[src/rtl/display_scan_ctrl.sv]
// display_scan_ctrl: multiplexed 7-segment scan controller with iterative binary-to-BCD conversion
// Ports:
//   clk, rst             system clock, synchronous active-high reset
//   Funct_Select         1 = show value_a/dp_a, 0 = show value_b/dp_b (sampled once per frame)
//   value_a, value_b     unsigned DATA_W-bit sources
//   dp_a, dp_b           decimal-point masks, bit i aligns with anode_n[i]
//   C_Digit              BCD code of the active digit, 4'hF = blank
//   anode_n              active-low digit enables, idx 0 (MSD) on bit N_DIGITS-1
//   dp_n                 active-low decimal point of the active digit
//   ovf                  displayed value is saturated to all 9s
module display_scan_ctrl #(
   parameter int N_DIGITS   = 4,
   parameter int DATA_W     = 14,
   parameter int SCAN_DIV   = 50000,
   parameter int LEAD_BLANK = 1
) (
   input  logic                clk,
   input  logic                rst,
   input  logic                Funct_Select,
   input  logic [DATA_W-1:0]   value_a,
   input  logic [DATA_W-1:0]   value_b,
   input  logic [N_DIGITS-1:0] dp_a,
   input  logic [N_DIGITS-1:0] dp_b,
   output logic [3:0]          C_Digit,
   output logic [N_DIGITS-1:0] anode_n,
   output logic                dp_n,
   output logic                ovf
);
   localparam int BW = 4 * N_DIGITS;
   localparam int DW = $clog2(SCAN_DIV);
   localparam int IW = $clog2(N_DIGITS);
   localparam int CW = $clog2(DATA_W + 1);

   function automatic logic [63:0] pow10(input int n);
      logic [63:0] p;
      p = 64'd1;
      for (int i = 0; i < n; i++) p = p * 64'd10;
      return p;
   endfunction

   localparam logic [63:0] LIMIT = pow10(N_DIGITS);

   if (SCAN_DIV < DATA_W + 2) begin : g_scan_chk
      $error("display_scan_ctrl: SCAN_DIV must be at least DATA_W+2");
   end
   if (N_DIGITS < 2 || DATA_W > 4 * N_DIGITS) begin : g_size_chk
      $error("display_scan_ctrl: need N_DIGITS >= 2 and DATA_W <= 4*N_DIGITS");
   end

   typedef enum logic [1:0] {IDLE, LOAD, CONVERT, COMMIT} state_t;

   state_t              state_q, state_d;
   logic                first_q, first_d;
   logic [DW-1:0]       div_q, div_d;
   logic [IW-1:0]       idx_q, idx_d;
   logic [DATA_W-1:0]   val_q, val_d;
   logic [BW-1:0]       bcd_q, bcd_d;
   logic [CW-1:0]       cnt_q, cnt_d;
   logic [N_DIGITS-1:0] dps_q, dps_d;
   logic                ovfs_q, ovfs_d;
   logic [BW-1:0]       sh_dig_q, sh_dig_d;
   logic [N_DIGITS-1:0] sh_dp_q, sh_dp_d;
   logic                sh_ovf_q, sh_ovf_d;
   logic [BW-1:0]       disp_dig_q, disp_dig_d;
   logic [N_DIGITS-1:0] disp_dp_q, disp_dp_d;
   logic                disp_ovf_q, disp_ovf_d;
   logic [3:0]          c_digit_q, c_digit_d;
   logic [N_DIGITS-1:0] anode_n_q, anode_n_d;
   logic                dp_n_q, dp_n_d;
   logic                ovf_q, ovf_d;

   logic                tc, wrap, lead;
   logic [IW-1:0]       ridx;
   logic [BW-1:0]       adj;
   logic [DATA_W-1:0]   sel_v;
   logic [N_DIGITS-1:0] sel_dp;

   always_comb begin
      tc         = div_q == DW'(SCAN_DIV - 1);
      wrap       = tc && idx_q == IW'(N_DIGITS - 1);
      div_d      = tc ? '0 : div_q + 1'b1;
      idx_d      = tc ? (wrap ? '0 : idx_q + 1'b1) : idx_q;
      // nibble/dp position of the active digit (idx 0 is the most significant)
      ridx       = IW'(N_DIGITS - 1) - idx_q;
      sel_v      = Funct_Select ? value_a : value_b;
      sel_dp     = Funct_Select ? dp_a : dp_b;
      state_d    = state_q;
      first_d    = first_q;
      val_d      = val_q;
      bcd_d      = bcd_q;
      cnt_d      = cnt_q;
      dps_d      = dps_q;
      ovfs_d     = ovfs_q;
      sh_dig_d   = sh_dig_q;
      sh_dp_d    = sh_dp_q;
      sh_ovf_d   = sh_ovf_q;
      // the shadow is published only at frame wrap so the display never changes mid-frame
      disp_dig_d = wrap ? sh_dig_q : disp_dig_q;
      disp_dp_d  = wrap ? sh_dp_q : disp_dp_q;
      disp_ovf_d = wrap ? sh_ovf_q : disp_ovf_q;
      adj        = bcd_q;
      lead       = (LEAD_BLANK != 0) && !ovfs_q;
      case (state_q)
         IDLE: begin
            if (wrap || first_q) begin
               state_d = LOAD;
               first_d = 1'b0;
            end
         end
         LOAD: begin
            dps_d = sel_dp;
            cnt_d = '0;
            if (64'(sel_v) >= LIMIT) begin
               bcd_d   = {N_DIGITS{4'h9}};
               ovfs_d  = 1'b1;
               state_d = COMMIT;
            end else begin
               bcd_d   = '0;
               val_d   = sel_v;
               ovfs_d  = 1'b0;
               state_d = CONVERT;
            end
         end
         CONVERT: begin
            for (int k = 0; k < N_DIGITS; k++)
               adj[4*k +: 4] = adj[4*k +: 4] >= 4'd5 ? adj[4*k +: 4] + 4'd3 : adj[4*k +: 4];
            bcd_d   = {adj[BW-2:0], val_q[DATA_W-1]};
            val_d   = val_q << 1;
            cnt_d   = cnt_q + 1'b1;
            state_d = cnt_q == CW'(DATA_W - 1) ? COMMIT : CONVERT;
         end
         default: begin
            // blanking stops at the first nonzero digit, the decimal-point digit, or the LSD
            for (int k = N_DIGITS - 1; k >= 0; k--) begin
               if (bcd_q[4*k +: 4] != 4'd0 || k == 0 || dps_q[k]) lead = 1'b0;
               sh_dig_d[4*k +: 4] = lead ? 4'hF : bcd_q[4*k +: 4];
            end
            sh_dp_d  = dps_q;
            sh_ovf_d = ovfs_q;
            state_d  = IDLE;
         end
      endcase
      c_digit_d = disp_dig_q[{ridx, 2'b00} +: 4];
      anode_n_d = ~(N_DIGITS'(1) << ridx);
      dp_n_d    = ~disp_dp_q[ridx];
      ovf_d     = disp_ovf_q;
   end

   always_ff @(posedge clk) begin
      if (rst) begin
         state_q    <= IDLE;
         first_q    <= 1'b1;
         div_q      <= '0;
         idx_q      <= '0;
         val_q      <= '0;
         bcd_q      <= '0;
         cnt_q      <= '0;
         dps_q      <= '0;
         ovfs_q     <= 1'b0;
         sh_dig_q   <= '1;
         sh_dp_q    <= '0;
         sh_ovf_q   <= 1'b0;
         disp_dig_q <= '1;
         disp_dp_q  <= '0;
         disp_ovf_q <= 1'b0;
         c_digit_q  <= 4'hF;
         anode_n_q  <= '1;
         dp_n_q     <= 1'b1;
         ovf_q      <= 1'b0;
      end else begin
         state_q    <= state_d;
         first_q    <= first_d;
         div_q      <= div_d;
         idx_q      <= idx_d;
         val_q      <= val_d;
         bcd_q      <= bcd_d;
         cnt_q      <= cnt_d;
         dps_q      <= dps_d;
         ovfs_q     <= ovfs_d;
         sh_dig_q   <= sh_dig_d;
         sh_dp_q    <= sh_dp_d;
         sh_ovf_q   <= sh_ovf_d;
         disp_dig_q <= disp_dig_d;
         disp_dp_q  <= disp_dp_d;
         disp_ovf_q <= disp_ovf_d;
         c_digit_q  <= c_digit_d;
         anode_n_q  <= anode_n_d;
         dp_n_q     <= dp_n_d;
         ovf_q      <= ovf_d;
      end
   end

   assign C_Digit = c_digit_q;
   assign anode_n = anode_n_q;
   assign dp_n    = dp_n_q;
   assign ovf     = ovf_q;
endmodule

[config.mk]
export PLATFORM = sky130hd
export DESIGN_NAME = display_scan_ctrl
export DESIGN_NICKNAME = d
export VERILOG_FILES = /design/src/rtl/display_scan_ctrl.sv
export SDC_FILE = /design/constraint.sdc
export NUM_CORES = 1
export LEC_CHECK = 0
export ABC_CLOCK_PERIOD_IN_PS = 2600
export CORE_UTILIZATION = 45
export DETAILED_ROUTE_END_ITERATION = 7
export GPL_TIMING_DRIVEN = 0
export HOLD_SLACK_MARGIN = 0.08
export SLEW_MARGIN = 20
export SYNTH_ARGS = -nofsm -noshare
export SYNTH_HDL_FRONTEND = slang
export SYNTH_SLANG_ARGS = --single-unit
export TNS_END_PERCENT = 5
[constraint.sdc]
create_clock -name clk -period 2.6 [get_ports clk]
set_input_delay 0.65 -clock clk [delete_from_list [all_inputs] [get_ports clk]]
set_output_delay 0.65 -clock clk [all_outputs]
set_load 0.05 [all_outputs]
==> impl_results.rst, run 1 <==
.. list-table::
   :header-rows: 1

   * - Metric
     - Value
   * - Leak
     - 2.378 nW
   * - Number of register bits inferred by synthesis
     - 112
   * - RSZ-0062 raised after global routing
     - false
   * - Dominant combinational cell family by area after synthesis
     - simple AND/OR/NAND/NOR gates
   * - Synth-to-layout area growth
     - 18.16%
   * - Area of the mapped netlist
     - 5304 um^2
   * - Total setup violations reported at the end of the flow
     - 0
   * - Gates resized, CTS repair
     - 0
   * - Post-Syn Nets
     - 661
   * - Final Critical Period
     - 2328 ps
   * - Final routed wirelength across all metal layers
     - 12,260 um
   * - Total clock buffers created by CTS
     - 9
   * - Final period utilization
     - 89.52%
   * - Placement-stage worst setup slack
     - -63.09 ps
   * - Largest fanout of any net on the critical path
     - 4
   * - Warning count from the yosys run
     - 0
   * - Switching pwr
     - 0.001746 W
   * - Via count of the first global-routing pass
     - 4,190
   * - Number of violations of the max-capacitance limit
     - 0
   * - Maximum level of the CTS H-tree
     - 3
   * - Die Outline Area
     - 12,220 um^2
   * - Fraction of registers with async set/reset
     - 0%
   * - Via Count
     - 4,301
   * - Adder-cell share of the synthesized area
     - 5.190%
   * - Synth Area in Simple Gates
     - 22.03%
   * - Setup slack of the critical path after layout
     - 272.4 ps
   * - Placeable core region
     - around 11,000 um^2
   * - Initial core utilization
     - 46.25%
   * - Maximum ir drop on the vdd rail
     - roughly 630 uV
   * - Post-synthesis average cell area
     - 8.840 um^2
   * - Clock latency reported for the late side of the worst-skew pair
     - around 360 ps
   * - Row count
     - 39
   * - DRC violations left
     - 0
   * - Multiplexer fraction of the synthesized cell area
     - 8.233%
   * - Portion of the post-synthesis area used by sequential elements
     - 42.27%
   * - Count of input and output buffers
     - 46
   * - Chip Width
     - between 100 and 150 um
   * - Count of unique library cells instantiated by Yosys
     - 54
   * - CTS root buf
     - sky130_fd_sc_hd__clkbuf_16
   * - Required time worst endpoint
     - about 2800 ps
   * - Maximum operating frequency
     - approximately 430 MHz
   * - Antenna diodes
     - 0
   * - Proportion of power drawn by flip-flops and latches
     - between 40% and 50%
   * - Number of buffers inserted by post-CTS setup repair
     - 0
   * - Classification of the worst setup path
     - input port to flop
   * - Combinational power share
     - 29.3%
   * - Worst setup skew after layout
     - 9.380 ps
   * - Final Hold Violating Endpoints
     - 0
   * - Total Routing Usage GR
     - between 20% and 30%
   * - Worst-Margin Slew
     - 592.4 ps
   * - Max-slew headroom at the worst pin
     - 60.51%
   * - Power Internal
     - between 0.003 and 0.004 W
   * - Drt via density
     - 5.343
   * - Largest net degree at the start of global routing
     - 19
   * - Initial drt markers
     - 202
   * - Total design power
     - 0.005107 W
   * - Share of cells above drive strength 1
     - 7.100%
   * - Max-slew violation count
     - 0
   * - Average wire per cell in the routed design
     - 15.23 um
   * - Leading register cell type out of synthesis
     - sky130_fd_sc_hd__dfxtp_1
   * - IO Pins
     - 49
   * - HPWL after detailed placement
     - 9151 um
   * - Share of the core filled with cells in the final layout
     - a little over half
   * - Worst EP arrival
     - 2550 ps
   * - Count of mapped cells out of synthesis
     - 600
   * - Largest buffer count on any clock path
     - 2
   * - CTS Hold Bufs
     - 0
   * - Die Y-Extent
     - 110.6 um
   * - TritonCTS clock tree
     - done
   * - Initial antenna violation count
     - 0
   * - Global route total overflow
     - 0
   * - Number of clock sinks seen by CTS
     - 112
   * - Final estimated routing congestion in global placement
     - 0.8426
   * - Clock power share
     - 29.2%
   * - Number of flops mapped to enable cells by yosys
     - 0
   * - Kind of end point of the critical path
     - flop
   * - Detailed-router iteration count before antenna repair
     - 5
   * - Worst hold-check path type
     - flop to flop
   * - Outcome
     - complete, no violations
   * - First-pass GRT wire length
     - 20,520 um
   * - Number of nets at the end of the flow
     - between 700 and 800
   * - Switch share
     - 34.19%
   * - Synthesized-area fraction occupied by ao, oa, aoi and oai cells
     - 14.08%
   * - Critical path launch point type
     - input port
   * - Worst-path clk slew
     - 70 ps
   * - DRT antenna net count
     - 0
   * - Synth Area in XOR/XNOR
     - between 3 and 4%
   * - Power Density
     - 814.9 nW/um^2
[synthesized netlist by cell type (5+ instances only)]
| cell type | count | area (um^2) |
|---|---|---|
| sky130_fd_sc_hd__inv_1 | 18 | 67.56 |
| sky130_fd_sc_hd__nor3_1 | 11 | 55.05 |
| sky130_fd_sc_hd__clkbuf_1 | 24 | 90.09 |
| sky130_fd_sc_hd__nand3b_1 | 16 | 120.1 |
| sky130_fd_sc_hd__dfxtp_1 | 112 | 2242 |
| sky130_fd_sc_hd__o21ai_0 | 22 | 110.1 |
| sky130_fd_sc_hd__nand3_1 | 23 | 115.1 |
| sky130_fd_sc_hd__o21ai_1 | 11 | 55.05 |
| sky130_fd_sc_hd__mux2i_1 | 29 | 290.3 |
| sky130_fd_sc_hd__buf_2 | 8 | 40.04 |
| sky130_fd_sc_hd__nand2b_1 | 17 | 106.4 |
| sky130_fd_sc_hd__or2_2 | 5 | 31.28 |
| sky130_fd_sc_hd__a21oi_1 | 26 | 130.1 |
| sky130_fd_sc_hd__o32ai_1 | 5 | 43.79 |
| sky130_fd_sc_hd__o21bai_1 | 7 | 52.55 |
| sky130_fd_sc_hd__a22oi_1 | 9 | 67.56 |
| sky130_fd_sc_hd__ha_1 | 22 | 275.3 |
| sky130_fd_sc_hd__mux4_2 | 5 | 112.6 |
| sky130_fd_sc_hd__nor2b_1 | 7 | 43.79 |
| sky130_fd_sc_hd__a211oi_1 | 7 | 52.55 |
| sky130_fd_sc_hd__nand2_1 | 70 | 262.8 |
| sky130_fd_sc_hd__xnor2_1 | 14 | 122.6 |
| sky130_fd_sc_hd__nand4_1 | 5 | 31.28 |
| sky130_fd_sc_hd__a21o_1 | 5 | 37.54 |
| sky130_fd_sc_hd__nor2_1 | 58 | 217.7 |
| sky130_fd_sc_hd__xor2_1 | 7 | 61.31 |
[routing by layer]
layer | track usage (%) | up-vias | routed length, um
met5 | 0 | - | 0
met4 | 6.578 | 0 | 166
met3 | 5.324 | 15 | 427
met2 | 36.36 | 72 | 6000
met1 | 25.44 | 2020 | 5666
li1 | - | 2194 | -
[cells in the final DEF (no fill, tap or decap), types with 4 or more instances in the layout]
cell                              netlist  routed
sky130_fd_sc_hd__a211o_1                4       4
sky130_fd_sc_hd__a211oi_1               7       7
sky130_fd_sc_hd__a21o_1                 5       5
sky130_fd_sc_hd__a21oi_1               26      26
sky130_fd_sc_hd__a22oi_1                9       9
sky130_fd_sc_hd__and3_1                 4       4
sky130_fd_sc_hd__buf_1                  4       4
sky130_fd_sc_hd__buf_2                  8       8
sky130_fd_sc_hd__clkbuf_1              24      24
sky130_fd_sc_hd__clkbuf_16              0       9
sky130_fd_sc_hd__clkdlybuf4s50_1        0      46
sky130_fd_sc_hd__dfxtp_1              112     112
sky130_fd_sc_hd__ha_1                  22      22
sky130_fd_sc_hd__inv_1                 18      18
sky130_fd_sc_hd__mux2i_1               29      29
sky130_fd_sc_hd__mux4_2                 5       5
sky130_fd_sc_hd__nand2_1               70      70
sky130_fd_sc_hd__nand2b_1              17      17
sky130_fd_sc_hd__nand3_1               23      23
sky130_fd_sc_hd__nand3b_1              16      16
sky130_fd_sc_hd__nand4_1                5       5
sky130_fd_sc_hd__nor2_1                58      58
sky130_fd_sc_hd__nor2b_1                7       7
sky130_fd_sc_hd__nor3_1                11      11
sky130_fd_sc_hd__o21ai_0               22      22
sky130_fd_sc_hd__o21ai_1               11      11
sky130_fd_sc_hd__o21bai_1               7       7
sky130_fd_sc_hd__o22ai_1                4       4
sky130_fd_sc_hd__o32ai_1                5       5
sky130_fd_sc_hd__or2_2                  5       5
sky130_fd_sc_hd__xnor2_1               14      14
sky130_fd_sc_hd__xor2_1                 7       7
[sequential cells by signal, indices dropped and copies added (netlist names), 2 cells and up]
name,count
disp_dp_q,4
state_q,2
div_q,16
idx_q,2
sh_dig_q,16
sh_dp_q,4
val_q,14
bcd_q,16
cnt_q,4
dps_q,4
C_Digit,4
anode_n,4
disp_dig_q,16
[cell families (layout without fill, tap and decap cells)]
| group | Yosys count | count (layout) |
|---|---|---|
| AO/OA/AOI/OAI | 114 | 114 |
| AND/OR/NAND/NOR | 235 | 235 |
| multiplexers | 37 | 37 |
| buffers and inverters | 59 | 121 |
| adder cells (fa/ha/maj) | 22 | 22 |
| flip-flops | 112 | 112 |
| XOR/XNOR | 21 | 21 |
[power groups by stage]
stage | Clock, W | Sequential [W] | Combinational [W]
CTS | 0.00153 | 0.00212 | 0.00150
global placement | 0 | 0.00215 | 0.00145
floorplan | 0 | 0.00209 | 0.00111
global route | 0.00160 | 0.00215 | 0.00168
finish | 0.00149 | 0.00212 | 0.00150
detailed placement | 0 | 0.00216 | 0.00149
[stage by stage]
step | instances | TNS, ps | instance area [um^2] | hold slack, ps
2_1_floorplan | 600 | 0 | 5304 | 427.3
3_3_place_gp | 789 | -139.9 | 5943 | 441.7
3_5_place_dp | 789 | -249.7 | 5943 | 446.9
4_1_cts | 805 | 0 | 6267 | 457.3
5_1_grt | 805 | 0 | 6267 | 470.6
6_report | 805 | 0 | 6267 | 459.0
[path summary, 6_finish.rpt]
check                            start                        end  slack [ps]  cells after the start
max                         value_b[7]      bcd_q[3]$_SDFFE_PP0P_         270                      5
min          disp_dp_q[2]$_SDFFE_PP0P_  disp_dp_q[2]$_SDFFE_PP0P_         460                      2
max reg2reg    state_q[1]$_SDFFE_PP0P_      val_q[7]$_SDFFE_PP0P_         570                      7
min reg2reg  disp_dp_q[2]$_SDFFE_PP0P_  disp_dp_q[2]$_SDFFE_PP0P_         460                      2
[critical path: stages]
cell and delay, ps:
sky130_fd_sc_hd__clkdlybuf4s50_1 430, sky130_fd_sc_hd__o32ai_1 530, sky130_fd_sc_hd__a22oi_1 280, sky130_fd_sc_hd__nor3_1 480
sky130_fd_sc_hd__o32ai_1 170
[cell type report]
| cell class | count | area, um^2 |
|---|---|---|
| Inverter | 20 | 75.07 |
| Timing Repair Buffer | 46 | 460.4 |
| Clock buffer | 12 | 266.5 |
| Buffer | 39 | 175.2 |
| Tap cell | 143 | 178.9 |
| Clock inverter | 4 | 57.56 |
| Sequential cell | 112 | 2242 |
| Fill cell | 1076 | 5200 |
| Multi-Input combinational cell | 429 | 2811 |
No activity file was read; power rests on OpenSTA's default activity.
==> inputs of run 2 (changes only) <==
--- a/config.mk
+++ b/config.mk
@@ -6,7 +6,9 @@
 export NUM_CORES = 1
 export LEC_CHECK = 0
 export ABC_CLOCK_PERIOD_IN_PS = 2600
+export CORE_ASPECT_RATIO = 0.9
 export CORE_UTILIZATION = 45
+export CTS_BUF_LIST = sky130_fd_sc_hd__clkbuf_16
 export DETAILED_ROUTE_END_ITERATION = 7
 export GPL_TIMING_DRIVEN = 0
 export HOLD_SLACK_MARGIN = 0.08
==> run 2 against run 1 <==
Die area hardly changed. Clock skew down 3.0 ps. Clock power fell by 9%. Highest routed layer unchanged. Via count down 0.53%. Critical path type unchanged. Wire length shrank 2.2%. Global-route usage rose by 0.49 points. Maximum frequency is 2.0% higher. Final cell count rose by 1.6%. Critical path depth is 2 higher.
==> impl_results.rst, run 2 (same netlist as run 1, synthesis figures left out) <==
.. list-table::
   :header-rows: 1

   * - Metric
     - Value
   * - Outcome
     - complete, no violations
   * - DRC violations left
     - 0 (unchanged)
   * - Critical path launch point type
     - input port
   * - Combinational power share
     - 29.9% (+0.6 points)
   * - Setup TNS
     - 0 ps (unchanged)
   * - RSZ-0062 raised after global routing
     - false
   * - Gates resized, CTS repair
     - 0 (unchanged)
   * - Placeable core region
     - 11,430 um^2 (-0.28%)
   * - Largest net degree at the start of global routing
     - 19 (unchanged)
   * - Max-slew headroom at the worst pin
     - 56.99% (-3.5 points)
   * - Total setup violations reported at the end of the flow
     - 0 (unchanged)
   * - Average wire per cell in the routed design
     - 14.66 um (-3.8%)
   * - Met2 Resource Use GR
     - 35.76% (-0.60 points)
   * - Detailed-router iteration count before antenna repair
     - 4 (-1)
   * - TritonCTS clock tree
     - done
   * - HPWL after detailed placement
     - 9181 um (+0.33%)
   * - Die Y-Extent
     - 105.0 um (-5.0%)
   * - Number of nets at the end of the flow
     - 718 (unchanged)
   * - Maximum ir drop on the vdd rail
     - 398.9 uV (-37%)
   * - Clock latency reported for the late side of the worst-skew pair
     - 340 ps (-20 ps)
   * - Final period utilization
     - 87.77% (-1.8 points)
   * - Clock power share
     - 27.3% (-1.9 points)
   * - Worst-Margin Slew
     - 645.1 ps (+52.72 ps)
   * - Number of buffers inserted by post-CTS setup repair
     - 0 (unchanged)
   * - Drt via density
     - 5.230 (-2.1%)
   * - Met1 Usage GRT
     - 27.50% (+2.1 points)
   * - Number of violations of the max-capacitance limit
     - 0 (unchanged)
   * - Via count of the first global-routing pass
     - 4,303 (+2.7%)
   * - CP max stage delay
     - 500 ps (-30 ps)
   * - Required time worst endpoint
     - 2870 ps (+50 ps)
   * - Number of clock sinks seen by CTS
     - 112 (unchanged)
   * - IO Pins
     - 49 (unchanged)
   * - Most common cell after layout, fill and taps aside
     - sky130_fd_sc_hd__dfxtp_1
   * - Setup slack of the critical path after layout
     - 318.0 ps (+45.65 ps)
   * - Final estimated routing congestion in global placement
     - 0.8557 (+1.6%)
   * - Proportion of power drawn by flip-flops and latches
     - 42.8% (+1.3 points)
   * - Chip Width
     - 116.4 um (+5.3%)
   * - Kind of end point of the critical path
     - flop
   * - Total clock buffers created by CTS
     - 9 (unchanged)
   * - CTS Hold Bufs
     - 0 (unchanged)
   * - Share of cells above drive strength 1
     - 6.949% (-0.15 points)
   * - Total design power
     - 0.004968 W (-2.7%)
   * - Worst EP arrival
     - 2550 ps (about the same)
   * - Worst-path clk slew
     - 70 ps (about the same)
   * - Largest fanout of any net on the critical path
     - 10 (+6)
   * - Largest buffer count on any clock path
     - 2 (unchanged)
   * - Switching pwr
     - 0.001696 W (-2.9%)
   * - Maximum operating frequency
     - 438.2 MHz (+2.0%)
   * - Antenna diodes
     - 0 (unchanged)
   * - Global route total overflow
     - 0 (unchanged)
   * - Power Density
     - 794.2 nW/um^2 (-2.5%)
   * - Worst setup skew after layout
     - 6.382 ps (-2.998 ps)
   * - Non-filler instance count after layout
     - 818 (+1.6%)
   * - Classification of the worst setup path
     - input port to flop
   * - Maximum level of the CTS H-tree
     - 3 (unchanged)
   * - Via Count
     - 4,278 (-0.53%)
   * - Count of input and output buffers
     - 46 (unchanged)
   * - Setup slack of the most critical reg-to-reg path
     - 530 ps (-40 ps)
   * - CTS root buf
     - sky130_fd_sc_hd__clkbuf_16
   * - Initial core utilization
     - 46.38% (+0.13 points)
   * - Cell-by-cell trace of the critical path
     - clkdlybuf4s50_1, nor2b_1, nand4_1, a221oi_2, buf_2, o21ai_0, a21oi_1
   * - Initial antenna violation count
     - 0 (unchanged)
   * - Final Critical Period
     - 2282 ps (-45.65 ps)
   * - Die Outline Area
     - 12,230 um^2 (about the same)
   * - Leak
     - 2.369 nW (-0.37%)
   * - Commonest cells after routing, fill and taps aside
     - sky130_fd_sc_hd__dfxtp_1, sky130_fd_sc_hd__nand2_1, sky130_fd_sc_hd__nor2_1, sky130_fd_sc_hd__clkdlybuf4s50_1, sky130_fd_sc_hd__mux2i_1
   * - Switch share
     - 34.13% (-0.063 points)
   * - Final routed wirelength across all metal layers
     - 11,990 um (-2.2%)
   * - Max-slew violation count
     - 0 (unchanged)
   * - Bufs and invs on worst path
     - 2 (+1)
   * - Worst path slowest cell
     - sky130_fd_sc_hd__clkdlybuf4s50_1
   * - Category of cells accounting for the largest share of critical-path delay
     - buffers and inverters
   * - Synth-to-layout area growth
     - 17.95%
   * - Gr busiest metal
     - met2
   * - Post-Place Cells
     - 802 (+1.6%)
   * - Met3 usage in global routing
     - 4.408% (-0.92 points)
   * - DRT antenna net count
     - 0 (unchanged)
   * - Row count
     - 37 (-5.1%)
   * - Final Hold Violating Endpoints
     - 0 (unchanged)
   * - Placement-stage worst setup slack
     - 32.81 ps (+95.90 ps)
   * - First-pass GRT wire length
     - 20,610 um (+0.44%)
   * - Initial drt markers
     - 271 (+34%)
   * - Minimum hold slack
     - 459.3 ps (+0.3080 ps)
   * - Total Routing Usage GR
     - 21.50% (+0.49 points)
   * - Power Internal
     - 0.003273 W (-2.6%)
   * - Worst hold-check path type
     - flop to flop
run 2: cell count changes in the layout (fill, tap and decap cells not counted):
cell                       previous run  this run
sky130_fd_sc_hd__clkbuf_8             3         0
sky130_fd_sc_hd__clkinv_2             0         2
sky130_fd_sc_hd__clkinv_4             0         1
sky130_fd_sc_hd__inv_1               18        19
sky130_fd_sc_hd__inv_6                1         0
run 2: tightest hold or removal path, delay by kind of cell (launching register included):
kind / cells / cell delay (ps)
AND/OR/NAND/NOR: 1 / 50
flip-flops: 1 / 310
AO/OA/AOI/OAI: 1 / 50
run 2: metrics by stage:
stage,area (um^2),util [%]
floorplan,5304,-
global placement,5959,52.12
detailed placement,5959,52.12
CTS,6256,54.71
global route,6256,54.71
finish,6256,54.71
run 2: cell type report:
type                       count  area [um^2]
clock inverter                 7        71.32
inverter                      20        75.07
timing repair buffer          46        460.4
multi-input combinational    429         2811
fill                        1078         5179
buffer                        39        175.2
tap                          156        195.2
clock buffer                   9        225.2
sequential                   112         2242
run 2: power by group through the flow:
stage	combinational [W]	clock, W	sequential, W
after floorplan	0.00111	0	0.00209
after global placement	0.00143	0	0.00215
after detailed placement	0.00147	0	0.00217
after CTS	0.00148	0.00140	0.00213
after global routing	0.00167	0.00148	0.00215
final	0.00148	0.00136	0.00213
run 2: metal layers:
layer | up-vias | share of wire [%]
li1 | 2192 | -
met1 | 2018 | 47
met2 | 54 | 48
met3 | 14 | 2.8
met4 | 0 | 1.6
met5 | - | 0
run 2: worst paths after layout:
path,start,endpoint,cells past startpoint
setup / recovery,value_b[13],val_q[7]$_SDFFE_PP0P_,7
hold / removal,disp_dp_q[2]$_SDFFE_PP0P_,disp_dp_q[2]$_SDFFE_PP0P_,2
setup reg to reg,state_q[0]$_SDFFE_PP0P_,bcd_q[8]$_SDFFE_PP0P_,7
hold reg to reg,disp_dp_q[2]$_SDFFE_PP0P_,disp_dp_q[2]$_SDFFE_PP0P_,2
==> inputs of run 3 (changes only) <==
--- a/config.mk
+++ b/config.mk
@@ -12,6 +12,7 @@
 export DETAILED_ROUTE_END_ITERATION = 7
 export GPL_TIMING_DRIVEN = 0
 export HOLD_SLACK_MARGIN = 0.08
+export RECOVER_POWER = 100
 export SLEW_MARGIN = 20
 export SYNTH_ARGS = -nofsm -noshare
 export SYNTH_HDL_FRONTEND = slang
==> run 3 against run 2 <==
Via count up 0.91%. Combinational power about the same. Cell area down 0.38%. Sequential power about the same. Hold slack about the same. Wire length about the same. Count of clock-buffer cells in the layout unchanged. Setup slack worse by 54 ps. First-iteration DRC count up 12%. Sequential share of layout area up 0.14 points. Utilization down 0.21 points.
==> impl_results.rst, run 3 (same netlist as run 1, synthesis figures left out) <==
.. list-table::
   :header-rows: 1

   * - Metric
     - Value
   * - Number of clock sinks seen by CTS
     - 112 (unchanged)
   * - Post-Layout Inst Area
     - 6232 um^2 (-0.38%)
   * - Drt via density
     - 5.278 (+0.91%)
   * - Total Routing Usage GR
     - 21.50% (unchanged)
   * - Minimum hold slack
     - 459.4 ps (+0.07200 ps)
   * - Total setup violations reported at the end of the flow
     - 0 (unchanged)
   * - Power Density
     - 795.6 nW/um^2 (+0.18%)
   * - Via Count
     - 4,317 (+0.91%)
   * - Maximum ir drop on the vdd rail
     - 401.4 uV (+0.62%)
   * - Final estimated routing congestion in global placement
     - 0.8557 (unchanged)
   * - Number of nets at the end of the flow
     - 718 (unchanged)
   * - Outcome
     - complete, no violations
   * - Worst-path clk slew
     - 70 ps (about the same)
   * - Global route total overflow
     - 0 (unchanged)
   * - Final Hold Violating Endpoints
     - 0 (unchanged)
   * - Post-Place Cells
     - 802 (unchanged)
   * - CP max stage delay
     - 560 ps (+60 ps)
   * - DRC violations left
     - 0 (unchanged)
   * - Count of input and output buffers
     - 46 (unchanged)
   * - Initial antenna violation count
     - 0 (unchanged)
   * - Max-slew headroom at the worst pin
     - 50.20% (-6.8 points)
   * - Maximum level of the CTS H-tree
     - 3 (unchanged)
   * - Initial drt markers
     - 304 (+12%)
   * - Maximum operating frequency
     - 428.1 MHz (-2.3%)
   * - Worst-Margin Slew
     - 747.1 ps (+102.0 ps)
   * - Origin of the worst min-delay path
     - disp_dp_q[2]$_SDFFE_PP0P_
   * - Number of buffers inserted by post-CTS setup repair
     - 0 (unchanged)
   * - DRT antenna net count
     - 0 (unchanged)
   * - Setup TNS
     - 0 ps (unchanged)
   * - Clock latency reported for the late side of the worst-skew pair
     - 340 ps (about the same)
   * - Total clock buffers created by CTS
     - 9 (unchanged)
   * - Required time worst endpoint
     - 2780 ps (-90 ps)
   * - Largest net degree at the start of global routing
     - 19 (unchanged)
   * - Most common cell after layout, fill and taps aside
     - sky130_fd_sc_hd__dfxtp_1
   * - TritonCTS clock tree
     - done
   * - Kind of end point of the critical path
     - flop
   * - Max-slew violation count
     - 0 (unchanged)
   * - Via count of the first global-routing pass
     - 4,303 (unchanged)
   * - Placeable core region
     - 11,430 um^2 (unchanged)
   * - Antenna diodes
     - 0 (unchanged)
   * - Setup slack of the critical path after layout
     - 264.1 ps (-53.98 ps)
   * - Largest buffer count on any clock path
     - 2 (unchanged)
   * - Row count
     - 37 (unchanged)
   * - Worst path slowest cell
     - sky130_fd_sc_hd__o21ai_0
   * - Sequential cell area
     - 2242 um^2 (unchanged)
   * - Initial core utilization
     - 46.38% (unchanged)
   * - Worst hold-check path type
     - flop to flop
   * - Footprint of the multi-input gates
     - 2799 um^2 (-0.45%)
   * - IO Pins
     - 49 (unchanged)
   * - Critical path launch point type
     - input port
   * - Number of violations of the max-capacitance limit
     - 0 (unchanged)
   * - Largest fanout of any net on the critical path
     - 4 (-6)
   * - Placement-stage worst setup slack
     - 32.81 ps (unchanged)
   * - RSZ-0062 raised after global routing
     - false
   * - HPWL after detailed placement
     - 9181 um (unchanged)
   * - Chip Width
     - 116.4 um (unchanged)
   * - Worst setup skew after layout
     - 7.020 ps (+0.6379 ps)
   * - Final routed wirelength across all metal layers
     - 12,000 um (about the same)
   * - First-pass GRT wire length
     - 20,610 um (unchanged)
   * - Synth-to-layout area growth
     - 17.50%
   * - Final period utilization
     - 89.84% (+2.1 points)
   * - Critical Path Source
     - value_b[7]
   * - Final Critical Period
     - 2336 ps (+53.98 ps)
   * - Classification of the worst setup path
     - input port to flop
   * - FF-to-FF Start
     - div_q[0]$_SDFF_PP0_
   * - Share of cells above drive strength 1
     - 5.891% (-1.1 points)
   * - Placement-stage cell area
     - 5959 um^2 (unchanged)
   * - Commonest cells after routing, fill and taps aside
     - sky130_fd_sc_hd__dfxtp_1, sky130_fd_sc_hd__nand2_1, sky130_fd_sc_hd__nor2_1, sky130_fd_sc_hd__clkdlybuf4s50_1, sky130_fd_sc_hd__clkbuf_1
   * - Average wire per cell in the routed design
     - 14.67 um (about the same)
   * - Cell-by-cell trace of the critical path
     - clkdlybuf4s50_1, o32ai_1, a22oi_1, o21ai_0, a221oi_1
   * - Non-filler instance count after layout
     - 818 (unchanged)
   * - Leak
     - 2.328 nW (-1.8%)
   * - Worst EP arrival
     - 2520 ps (-30 ps)
   * - CTS root buf
     - sky130_fd_sc_hd__clkbuf_16
   * - CTS Hold Bufs
     - 0 (unchanged)
   * - Die Outline Area
     - 12,230 um^2 (unchanged)
   * - Detailed-router iteration count before antenna repair
     - 5 (+1)
   * - Filler cells
     - 1,077 (-0.093%)
   * - Gates resized, CTS repair
     - 0 (unchanged)
   * - Die Y-Extent
     - 105.0 um (unchanged)
-- run 3: final cells by class --
| type | instances | share of cell area, % |
|---|---|---|
| buffer | 39 | 2.630 |
| clock buffer | 9 | 3.614 |
| clock inverter | 7 | 1.144 |
| inverter | 20 | 1.205 |
| multi-input combinational | 429 | 44.91 |
| sequential | 112 | 35.98 |
| tap | 156 | 3.132 |
| timing repair buffer | 46 | 7.388 |
-- run 3: path summary, 6_finish.rpt --
| path | slack (ps) | end | depth (start not counted) |
|---|---|---|---|
| hold / removal | 460 | disp_dp_q[2]$_SDFFE_PP0P_ | 2 |
| setup reg to reg | 460 | div_q[6]$_SDFF_PP0_ | 8 |
| setup / recovery | 260 | bcd_q[8]$_SDFFE_PP0P_ | 5 |
| hold reg to reg | 460 | disp_dp_q[2]$_SDFFE_PP0P_ | 2 |
-- run 3: metal layers --
layer | share of wire [%] | global-route usage, %
met1 | 47 | 27.50
met2 | 48 | 35.76
met3 | 3.6 | 4.408
met4 | 1.5 | 6.868
met5 | 0 | 0
-- run 3: power breakdown --
part	switching, W	internal (W)
Sequential	0.000192	0.00193
Combinational	0.000888	0.000581
Clock	0.000615	0.000749
-- run 3: worst max-delay path: cells and delay by family --
kind,cells,cell delay (ps)
AOI/OAI and AO/OA,4,1450
buffers and inverters,1,420
-- run 3: stage by stage --
step / util (%) / total power, W
after floorplan: - / 0.003205
after global placement: 52.12 / 0.003585
after detailed placement: 52.12 / 0.003636
after CTS: 54.71 / 0.004999
after global routing: 54.50 / 0.005277
final: 54.50 / 0.004959
